[config.mk]
export PLATFORM = sky130hd
export DESIGN_NAME = wb_irq_router
export DESIGN_NICKNAME = d
export VERILOG_FILES = /design/src/rtl/irq_router_pkg.sv /design/src/rtl/irq_src_latch.sv /design/src/rtl/wb_irq_router.sv
export SDC_FILE = /design/constraint.sdc
export NUM_CORES = 1
export LEC_CHECK = 0
export ABC_AREA = 1
export BUFFER_PORTS_ARGS = -buffer_cell sky130_fd_sc_hd__buf_2
export CAP_MARGIN = 30
export CORE_ASPECT_RATIO = 0.7
export CORE_MARGIN = 10
export CORE_UTILIZATION = 35
export CTS_CLUSTER_SIZE = 14
export DETAILED_ROUTE_END_ITERATION = 10
export GPL_TIMING_DRIVEN = 0
export HOLD_SLACK_MARGIN = 0.05
export SLEW_MARGIN = 20
export SYNTH_ARGS = -nofsm -noshare
export SYNTH_HDL_FRONTEND = slang
export SYNTH_SLANG_ARGS = --single-unit
[constraint.sdc]
create_clock -name wb_clk_i -period 1.6 [get_ports wb_clk_i]
set_clock_uncertainty 0.15 [all_clocks]
set_input_delay 0.16 -clock wb_clk_i [delete_from_list [all_inputs] [get_ports wb_clk_i]]
set_output_delay 0.16 -clock wb_clk_i [all_outputs]
set_load 0.01 [all_outputs]
[src/rtl/irq_router_pkg.sv]
// Shared definitions for the Wishbone interrupt router.
//   - Register byte offsets of the slave register map.
//   - irq_route_t : 5-bit index of an OR1K PIC line (0..31).
//   - irq_mode_e  : per-source trigger mode (level / rising edge).
//   - route_reset : reset value of ROUTE[i] = (base + i) mod 32.
package irq_router_pkg;

    localparam logic [7:0] REG_PENDING    = 8'h00;
    localparam logic [7:0] REG_MASK       = 8'h04;
    localparam logic [7:0] REG_EDGE       = 8'h08;
    localparam logic [7:0] REG_RAW        = 8'h0C;
    localparam logic [7:0] REG_ROUTE_BASE = 8'h10;

    typedef logic [4:0] irq_route_t;

    typedef enum logic {
        IRQ_LEVEL = 1'b0,
        IRQ_EDGE  = 1'b1
    } irq_mode_e;

    function automatic irq_route_t route_reset(input int base, input int idx);
        int unsigned s;
        s = int'(unsigned'(base + idx)) % 32;
        return s[4:0];
    endfunction

endpackage

[src/rtl/irq_src_latch.sv]
// Per-source interrupt capture: input sampling (optionally a 2-flop
// synchroniser), rising-edge detect and the pending flop.
// Build option: IRQ_ROUTER_SYNC_EN adds the 2-flop synchroniser ahead of
// the sampling register (two extra cycles of latency).
// Ports:
//   clk_i, rst_ni   clock, asynchronous active-low reset
//   src_i           raw interrupt input, active-high
//   mode_i          IRQ_LEVEL: pending follows input; IRQ_EDGE: rise sets
//   w1c_i           clear request for the pending bit (edge mode only)
//   mode_chg_i      mode is being changed this cycle: clear pending
//   raw_o           sampled (or synchronised) input
//   pending_o       pending flag
module irq_src_latch
    import irq_router_pkg::*;
(
    input  logic      clk_i,
    input  logic      rst_ni,
    input  logic      src_i,
    input  irq_mode_e mode_i,
    input  logic      w1c_i,
    input  logic      mode_chg_i,
    output logic      raw_o,
    output logic      pending_o
);

    logic sample_q;
    logic prev_q;
    logic pending_q;
    logic pending_d;

`ifdef IRQ_ROUTER_SYNC_EN
    logic sync1_q;
    logic sync2_q;

    always_ff @(posedge clk_i or negedge rst_ni) begin
        if (!rst_ni) begin
            sync1_q  <= 1'b0;
            sync2_q  <= 1'b0;
            sample_q <= 1'b0;
        end else begin
            sync1_q  <= src_i;
            sync2_q  <= sync1_q;
            sample_q <= sync2_q;
        end
    end
`else
    always_ff @(posedge clk_i or negedge rst_ni) begin
        if (!rst_ni) begin
            sample_q <= 1'b0;
        end else begin
            sample_q <= src_i;
        end
    end
`endif

    // Edge history keeps running in both modes, so switching to edge mode
    // while the input is already high does not fabricate an edge.
    always_comb begin
        pending_d = pending_q;
        if (mode_chg_i) begin
            pending_d = 1'b0;
        end else if (mode_i == IRQ_LEVEL) begin
            pending_d = sample_q;
        end else if (sample_q && !prev_q) begin
            pending_d = 1'b1;       // a new edge beats a simultaneous clear
        end else if (w1c_i) begin
            pending_d = 1'b0;
        end
    end

    always_ff @(posedge clk_i or negedge rst_ni) begin
        if (!rst_ni) begin
            prev_q    <= 1'b0;
            pending_q <= 1'b0;
        end else begin
            prev_q    <= sample_q;
            pending_q <= pending_d;
        end
    end

    assign raw_o     = sample_q;
    assign pending_o = pending_q;

endmodule

[src/rtl/wb_irq_router.sv]
// Wishbone B3 classic programmable interrupt router for the OR1K PIC.
// Build option: IRQ_ROUTER_SYNC_EN (see irq_src_latch) synchronises the
// interrupt inputs for sources outside the wb_clk_i domain.
// Ports:
//   wb_clk_i, wb_rst_ni   clock, asynchronous active-low reset
//   wb_adr_i..wb_stb_i    Wishbone slave inputs (byte address, bits [1:0] unused)
//   wb_dat_o, wb_ack_o    read data and single-cycle acknowledge
//   irq_src_i             raw peripheral interrupts, active-high
//   or1k_irq_o            registered PIC vector; lines 0 and 1 never driven
// Handshake: a request (cyc & stb) is acknowledged one cycle later with a
// single-cycle ack; ack low in the request cycle qualifies it, so a held
// request is served every second cycle. Writes land on the edge that
// raises ack; read data is registered and valid while ack is high.
module wb_irq_router
    import irq_router_pkg::*;
#(
    parameter int NUM_SRC   = 8,
    parameter int ADR_W     = 8,
    parameter int ROUTE_RST = 2
) (
    input  logic               wb_clk_i,
    input  logic               wb_rst_ni,
    input  logic [ADR_W-1:0]   wb_adr_i,
    input  logic [31:0]        wb_dat_i,
    input  logic               wb_we_i,
    input  logic               wb_cyc_i,
    input  logic               wb_stb_i,
    output logic [31:0]        wb_dat_o,
    output logic               wb_ack_o,
    input  logic [NUM_SRC-1:0] irq_src_i,
    output logic [31:0]        or1k_irq_o
);

    logic               ack_q;
    logic [31:0]        dat_q, dat_d;
    logic [31:0]        irq_q, irq_d;
    logic [NUM_SRC-1:0] mask_q, mask_d;
    logic [NUM_SRC-1:0] edge_q, edge_d;
    irq_route_t         route_q [NUM_SRC];
    irq_route_t         route_d [NUM_SRC];

    logic [NUM_SRC-1:0] pending;
    logic [NUM_SRC-1:0] raw;
    logic [NUM_SRC-1:0] w1c;
    logic [NUM_SRC-1:0] mode_chg;

    logic               access;
    logic               wr;
    logic [31:0]        off;
    logic               sel_route;
    int                 route_idx;

    assign access = wb_cyc_i && wb_stb_i && !ack_q;
    assign wr     = access && wb_we_i;

    // Address decode on the word-aligned byte offset.
    always_comb begin
        off       = 32'({wb_adr_i[ADR_W-1:2], 2'b00});
        route_idx = int'((off - 32'(REG_ROUTE_BASE)) >> 2);
        sel_route = (off >= 32'(REG_ROUTE_BASE)) && (route_idx < NUM_SRC);
    end

    always_comb begin
        dat_d = 32'h0;
        if (access && !wb_we_i) begin
            if (off == 32'(REG_PENDING)) dat_d = 32'(pending);
            else if (off == 32'(REG_MASK)) dat_d = 32'(mask_q);
            else if (off == 32'(REG_EDGE)) dat_d = 32'(edge_q);
            else if (off == 32'(REG_RAW)) dat_d = 32'(raw);
            else if (sel_route) dat_d = 32'(route_q[route_idx]);
        end
    end

    always_comb begin
        mask_d   = mask_q;
        edge_d   = edge_q;
        route_d  = route_q;
        w1c      = '0;
        mode_chg = '0;
        if (wr) begin
            if (off == 32'(REG_PENDING)) begin
                w1c = wb_dat_i[NUM_SRC-1:0];
            end else if (off == 32'(REG_MASK)) begin
                mask_d = wb_dat_i[NUM_SRC-1:0];
            end else if (off == 32'(REG_EDGE)) begin
                edge_d   = wb_dat_i[NUM_SRC-1:0];
                mode_chg = wb_dat_i[NUM_SRC-1:0] ^ edge_q;
            end else if (sel_route) begin
                route_d[route_idx] = wb_dat_i[4:0];
            end
        end
    end

    // Lines 0 and 1 are the non-maskable OR1K inputs and stay undriven.
    always_comb begin
        irq_d = 32'h0;
        for (int k = 2; k < 32; k++) begin
            for (int i = 0; i < NUM_SRC; i++) begin
                if (pending[i] && mask_q[i] && (route_q[i] == irq_route_t'(k))) begin
                    irq_d[k] = 1'b1;
                end
            end
        end
    end

    always_ff @(posedge wb_clk_i or negedge wb_rst_ni) begin
        if (!wb_rst_ni) begin
            ack_q  <= 1'b0;
            dat_q  <= 32'h0;
            irq_q  <= 32'h0;
            mask_q <= '0;
            edge_q <= '0;
            for (int i = 0; i < NUM_SRC; i++) begin
                route_q[i] <= route_reset(ROUTE_RST, i);
            end
        end else begin
            ack_q   <= access;
            dat_q   <= dat_d;
            irq_q   <= irq_d;
            mask_q  <= mask_d;
            edge_q  <= edge_d;
            route_q <= route_d;
        end
    end

    for (genvar g = 0; g < NUM_SRC; g++) begin : g_src
        irq_src_latch u_latch (
            .clk_i      (wb_clk_i),
            .rst_ni     (wb_rst_ni),
            .src_i      (irq_src_i[g]),
            .mode_i     (irq_mode_e'(edge_q[g])),
            .w1c_i      (w1c[g]),
            .mode_chg_i (mode_chg[g]),
            .raw_o      (raw[g]),
            .pending_o  (pending[g])
        );
    end

    assign wb_ack_o   = ack_q;
    assign wb_dat_o   = dat_q;
    assign or1k_irq_o = irq_q;

endmodule

### Word-level counts from Yosys, hierarchy flattened

Cells that the tools add are included.

| word-level totals | value |
|---|---|
| flip-flop bits (word level) | 143 |
| output and inout bits | 65 |

| operators by class | value |
|---|---|
| add/subtract/negate cells | 1 |
| $lt $le $gt $ge | 4 |
| eq/ne operators | 251 |
| muxes and demuxes | 290 |
| bitwise operators | 5 |
| reductions and logical operators | 276 |

Operators with widths:

| cell | count |
|---|---|
| $eq A5 B5 Y1 const B | 128 |
| $eq A5 B4 Y1 const B | 64 |
| $mux W1 | 272 |
| $logic_and A1 B1 Y1 | 262 |
| $eq A5 B3 Y1 const B | 32 |
| $mux W8 | 11 |
| $eq A5 B2 Y1 const B | 16 |
| $bwmux W40 | 1 |
| $ge A32 B4 Y1 const B | 1 |
| $logic_not A32 Y1 | 1 |
| $lt A32 B1 Y1 const B | 1 |
| $ne A4 B1 Y1 const B | 8 |
| $not A30 Y32 | 1 |
| $lt A30 B4 Y1 const B | 1 |
| $mux W5 | 4 |
| $bmux W5 S3 | 1 |
| $demux W5 S3 | 1 |
| $eq A6 B2 Y1 const B | 2 |
| $logic_not A1 Y1 | 10 |
| $sub A8 B5 Y9 const B | 1 |
| $ge A8 B5 Y1 const B | 1 |
| $xor A8 B8 Y8 | 1 |
| $eq A6 B1 Y1 const B | 1 |
| $reduce_and A5 Y1 | 1 |
| 3 further kinds | 5 |

### Logic depth before layout (Yosys ltp)

| depth | value |
|---|---|
| word-level depth | 11 |
| gate-level depth with buffers | 15 |
| depth with buffers taken out | 14 |

### Hierarchy

A second synthesis with hierarchy kept.

| unflattened totals | value |
|---|---|
| cells, all modules | 1135 |
| area, all modules | 7807.5 µm² |

By module, submodules not included:

| module | instances | cells an instance | area each (µm²) |
|---|---|---|---|
| wb_irq_router | 1 | 1071 | 7006.7 |
| irq_src_latch | 8 | 8 | 100.1 |

### Worst setup path after synthesis

Ideal clock, no wire load.

| timing path | value |
|---|---|
| kind | input to register |
| start | input port wb_adr_i[4] |
| end | register route_q[7] (netlist bit) |
| setup time | 0.132 ns |
| arrival time | 1.554 ns |
| data required time | 1.318 ns |
| path slack | -0.236 ns |
| cell stages on the path | 13 |
| buffers on the path | 1 |
| cell sequence | buf_4 -> inv_4 -> ha_1 -> nand2_1 -> nand2_1 -> nor2_2 -> nand2_2 -> nor2_8 -> nand2_4 -> nor2_8 -> nand2_4 -> nand2_1 -> o21ai_1 |

| between the ends | value |
|---|---|
| longest elaborated chain between the ends | 7 |
| elaborated cells between the ends (all ways) | 18 |
| those cells by class | add/sub: 1; order compare: 4; eq/ne: 2; mux: 3; bitwise: 4; reduce/logical: 4 |

RTL lines:

| element | line | source |
|---|---|---|
| from (decl) | wb_irq_router.sv:23 | `input logic [ADR_W-1:0] wb_adr_i,` |
| $sub A8 B5 Y9 | wb_irq_router.sv:59 | `route_idx = int'((off - 32'(REG_ROUTE_BASE)) >> 2);` |
| $not A30 Y32 (not written as such) | wb_irq_router.sv:89 | `route_d[route_idx] = wb_dat_i[4:0];` |
| $ge A32 B4 Y1 (not written as such) or $lt A32 B1 Y1 (tied branches) | wb_irq_router.sv:89 |  |
| $logic_and A1 B1 Y1 (not written as such) | wb_irq_router.sv:89 |  |
| $mux W5 (not written as such) | wb_irq_router.sv:89 |  |
| $demux W5 S3 | wb_irq_router.sv:89 |  |
| $bwmux W40 | wb_irq_router.sv:89 |  |
| to (signal, indexed assignment) | wb_irq_router.sv:114 | `route_q[i] <= route_reset(ROUTE_RST, i);` |
| to (signal assigned) | wb_irq_router.sv:122 | `route_q <= route_d;` |
| to (decl) | wb_irq_router.sv:39 | `irq_route_t route_q [NUM_SRC];` |

Several ways; a longest one is shown, not always the timed one.
A chain may end at the register's enable or synchronous reset.

### Worst setup path in the final report

| timing path | value |
|---|---|
| start | register g_src[4].u_latch.pending_q |
| end | register irq_q[19] (netlist: or1k_irq_o[19]) |

| between the ends | value |
|---|---|
| longest elaborated chain between the ends | 6 |

RTL lines:

| element | line | source |
|---|---|---|
| from (decl) | irq_src_latch.sv:28 | `logic pending_q;` |
| from (signal assigned) | irq_src_latch.sv:77 | `pending_q <= pending_d;` |
| $logic_and A1 B1 Y1 (2 in series) | wb_irq_router.sv:99 | `if (pending[i] && mask_q[i] && (route_q[i] == irq_route_t'(k))) begin` |
| $mux W1 (4 in series) | wb_irq_router.sv:99 |  |
| via irq_d[19] | wb_irq_router.sv:36 | `logic [31:0] irq_q, irq_d;` |
| to (signal assigned) | wb_irq_router.sv:119 | `irq_q <= irq_d;` |
| to (decl) | wb_irq_router.sv:36 |  |

The timed path passes the listed nets, and every way through them passes these cells.

==> impl_metrics.toml <==
[worst_setup_path]
cp_max_fo = 6
worst-endpoint-required_ns = 1.73
crit_path_max_incr_delay_ns = 0.42
worstPathCellList = "nand2_2, inv_2, nand2_4, clkbuf_16, buf_6, o221ai_4, a21oi_2, o2111ai_2"
crit_type = "reg -> reg"
cp-end-kind = "flip-flop"
cpMaxStageDelayCell = "dfrtp_1"
reg2reg_slack_ns = -0.19
critical_path_arrival_ns = 1.92
worstSetupStartpointType = "flip-flop"

[yosys]
async_flop_share_pct = 100
yosysWarnings = 0
ys_seq_elements = 119
dominantRegCellSynth = "dfrtp_1"
ys_types = 48
synth_edf_count = 0
syn_inst = 1040
yosysSeqAreaShare_pct = 40.1
avgSynthCellArea_um2 = 7.18
syn_area_um2 = 7470

[clock_tree]
cts_max_level = 4
tritoncts = "yes"
clockBufferDepth = 2
cts_num_sinks = 119
cts.reportedPaths.clkPinSlew_ns = 0.06
cts_buffers = 17
cts_root_buffer = "clkbuf_16"
clk_latency_ns = 0.45

[placed_design]
portBuffers = 63
pre_cts_ws_ns = -0.988
dpl.hpwl_um = 25000
gp_congestion = 1.00
place_area_um2 = 8320

[sta]
relSlewSlack_pct = 35.4
slew_violations = 0
setup_viol = 69
finalHoldViolCount = 0
fin_setup_tns_ns = -5.55
rsz0062_at_grt = "yes"
min_period_ns = 1.79
setup_ws_ns = -0.185
worst_slew_pin_slew_ns = 0.966
fmax_mhz = 560
period_share_pct = 112

[finish]
final_cell_mix = "nand2_1 (189), buf_4 (116), dfrtp_1 (87)"
syn_to_final_growth_pct = 57.7
register_area_um2 = 3020
final_area_um2 = 11800
nFillCells = 1897
final_common_cell = "nand2_1"
drive_gt1_share_pct = 49.3
layout.nets = 1350
utilization_pct = 56.4
antenna_cells = 0
multi_input_area_um2 = 5290

[drt]
vias = 8687
ant_nets = 0
wirelength_um = 35000
vias_per_cell = 5.49
post-route-drc-count = 0
first_pass_iters = 5
wl_per_cell_um = 22.1
drtIter0Drc = 888

[grt]
grt_max_degree = 65
overflow = 0
grtUsageTotal_pct = 24.5
antenna_found_initial = 0
grt_pass1_vias = 8136
grt_pass1_wl_um = 51500

[floorplan]
die_h_um = 142
die_area_um2 = 27700
pin_count = 118
core_area_um2 = 20900
rows = 44
start_util_pct = 35.8
die_width_um = 195

[worst_hold_path]
min_path_type = "in -> reg"

[outcome]
violations = "setup timing"
status = "finished with violations"

[power_and_ir_drop]
ir_drop_mv = 0.732
power.leakage_nw = 5.17
finalPower_mw = 7.89
cellPowerDensity_nw_per_um2 = 670

[run]
max-cap-violations = 0
-- per-layer routing --
| layer | GRT usage, % | routed length [µm] | vias up |
|---|---|---|---|
| li1 | - | - | 3962 |
| met5 | 0 | 0 | - |
| met4 | 5.73 | 356 | 0 |
| met1 | 36.8 | 16200 | 4174 |
| met2 | 31.6 | 13700 | 522 |
| met3 | 9.20 | 4690 | 29 |
-- final timing paths --
check / from / to / cells after the start
min: wb_adr_i[4] / wb_dat_o[0] / 5
max in group asynchronous: wb_rst_ni / route_q[27] / 3
min in group asynchronous: wb_rst_ni / route_q[2] / 2
max: g_src[4].u_latch.pending_o / or1k_irq_o[19] / 8
min reg2reg: g_src[3].u_latch.raw_o / g_src[3].u_latch.prev_q / 0
max reg2reg: g_src[4].u_latch.pending_o / or1k_irq_o[19] / 8
-- through the flow --
step / hold slack [ns] / cells
CTS: 0.0519 / 1553
global route: 0.0625 / 1583
finish: 0.0524 / 1583
global placement: 0.118 / 1404
floorplan: -0.286 / 1065
detailed placement: 0.0509 / 1405
-- state kept, by name, summed over array words and instances (netlist names) --
register / count
wb_ack_o: 1
wb_dat_o: 8
g_src.u_latch.pending_o: 8
mask_q: 8
edge_q: 8
route_q: 40
g_src.u_latch.raw_o: 8
or1k_irq_o: 30
g_src.u_latch.prev_q: 8
-- final cells by class --
type / instances / area share (%)
Sequential cell: 119 / 25.6
Inverter: 129 / 4.58
Tap cell: 276 / 2.93
Multi-Input combinational cell: 780 / 44.9
Timing Repair Buffer: 205 / 13.7
Buffer: 41 / 3.25
Timing Repair inverter: 1 / 0.0744
Clock inverter: 15 / 1.32
Clock buffer: 17 / 3.61
-- worst max-delay path, delay by kind of cell, from the launching register on --
kind	cells	cell delay (ns)
AOI/OAI and AO/OA	3	0.52
DFF	1	0.42
buffers and inverters	3	0.33
and+or+nand+nor	2	0.20
-- synthesized netlist by cell type (9+ instances only) --
cell type	number	share of area, %
o21ai_1	51	3.4
o21ai_0	29	1.9
o2111ai_1	12	1.4
dfrtp_1	105	35
dfstp_2	14	4.9
nor2_1	164	8.2
inv_1	114	5.7
clkbuf_1	13	0.65
a22oi_1	9	0.90
nor3_1	22	1.5
inv_2	11	0.55
a21oi_1	41	2.7
nand4_1	15	1.3
a221oi_1	10	1.2
a31oi_1	9	0.75
nand2_1	259	13
buf_4	28	2.8
o22ai_1	21	1.8
nand3_1	33	2.2
-- where the power goes --
part / internal, mW / leakage, nW / switching (mW)
combinational: 0.318 / 3.37 / 0.555
clock: 2.29 / 0.279 / 1.57
sequential: 3.08 / 1.52 / 0.0789
total: 5.69 / 5.17 / 2.20
-- logic make-up after synthesis --
group / count (synthesis) / synth area share [%]
adders and majority gates: 3 / 0.503
xor gates and xnor gates: 2 / 0.235
AOI/OAI and AO/OA: 212 / 17.5
other: 1 / 0.0502
DFF: 119 / 40.1
and+or+nand+nor: 530 / 31.2
buffers and inverters: 173 / 10.4
-- what timing repair did --
action                                  CTS  global route
hold buffers                             20             0
cloned                                    9             1
setup buffers                            90            30
hold endpoints to repair                 99             0
gates resized for setup                 293           193
pin swaps                                78            85
endpoints found under the setup margin  102            97
Power figures use the tool's default switching activity.
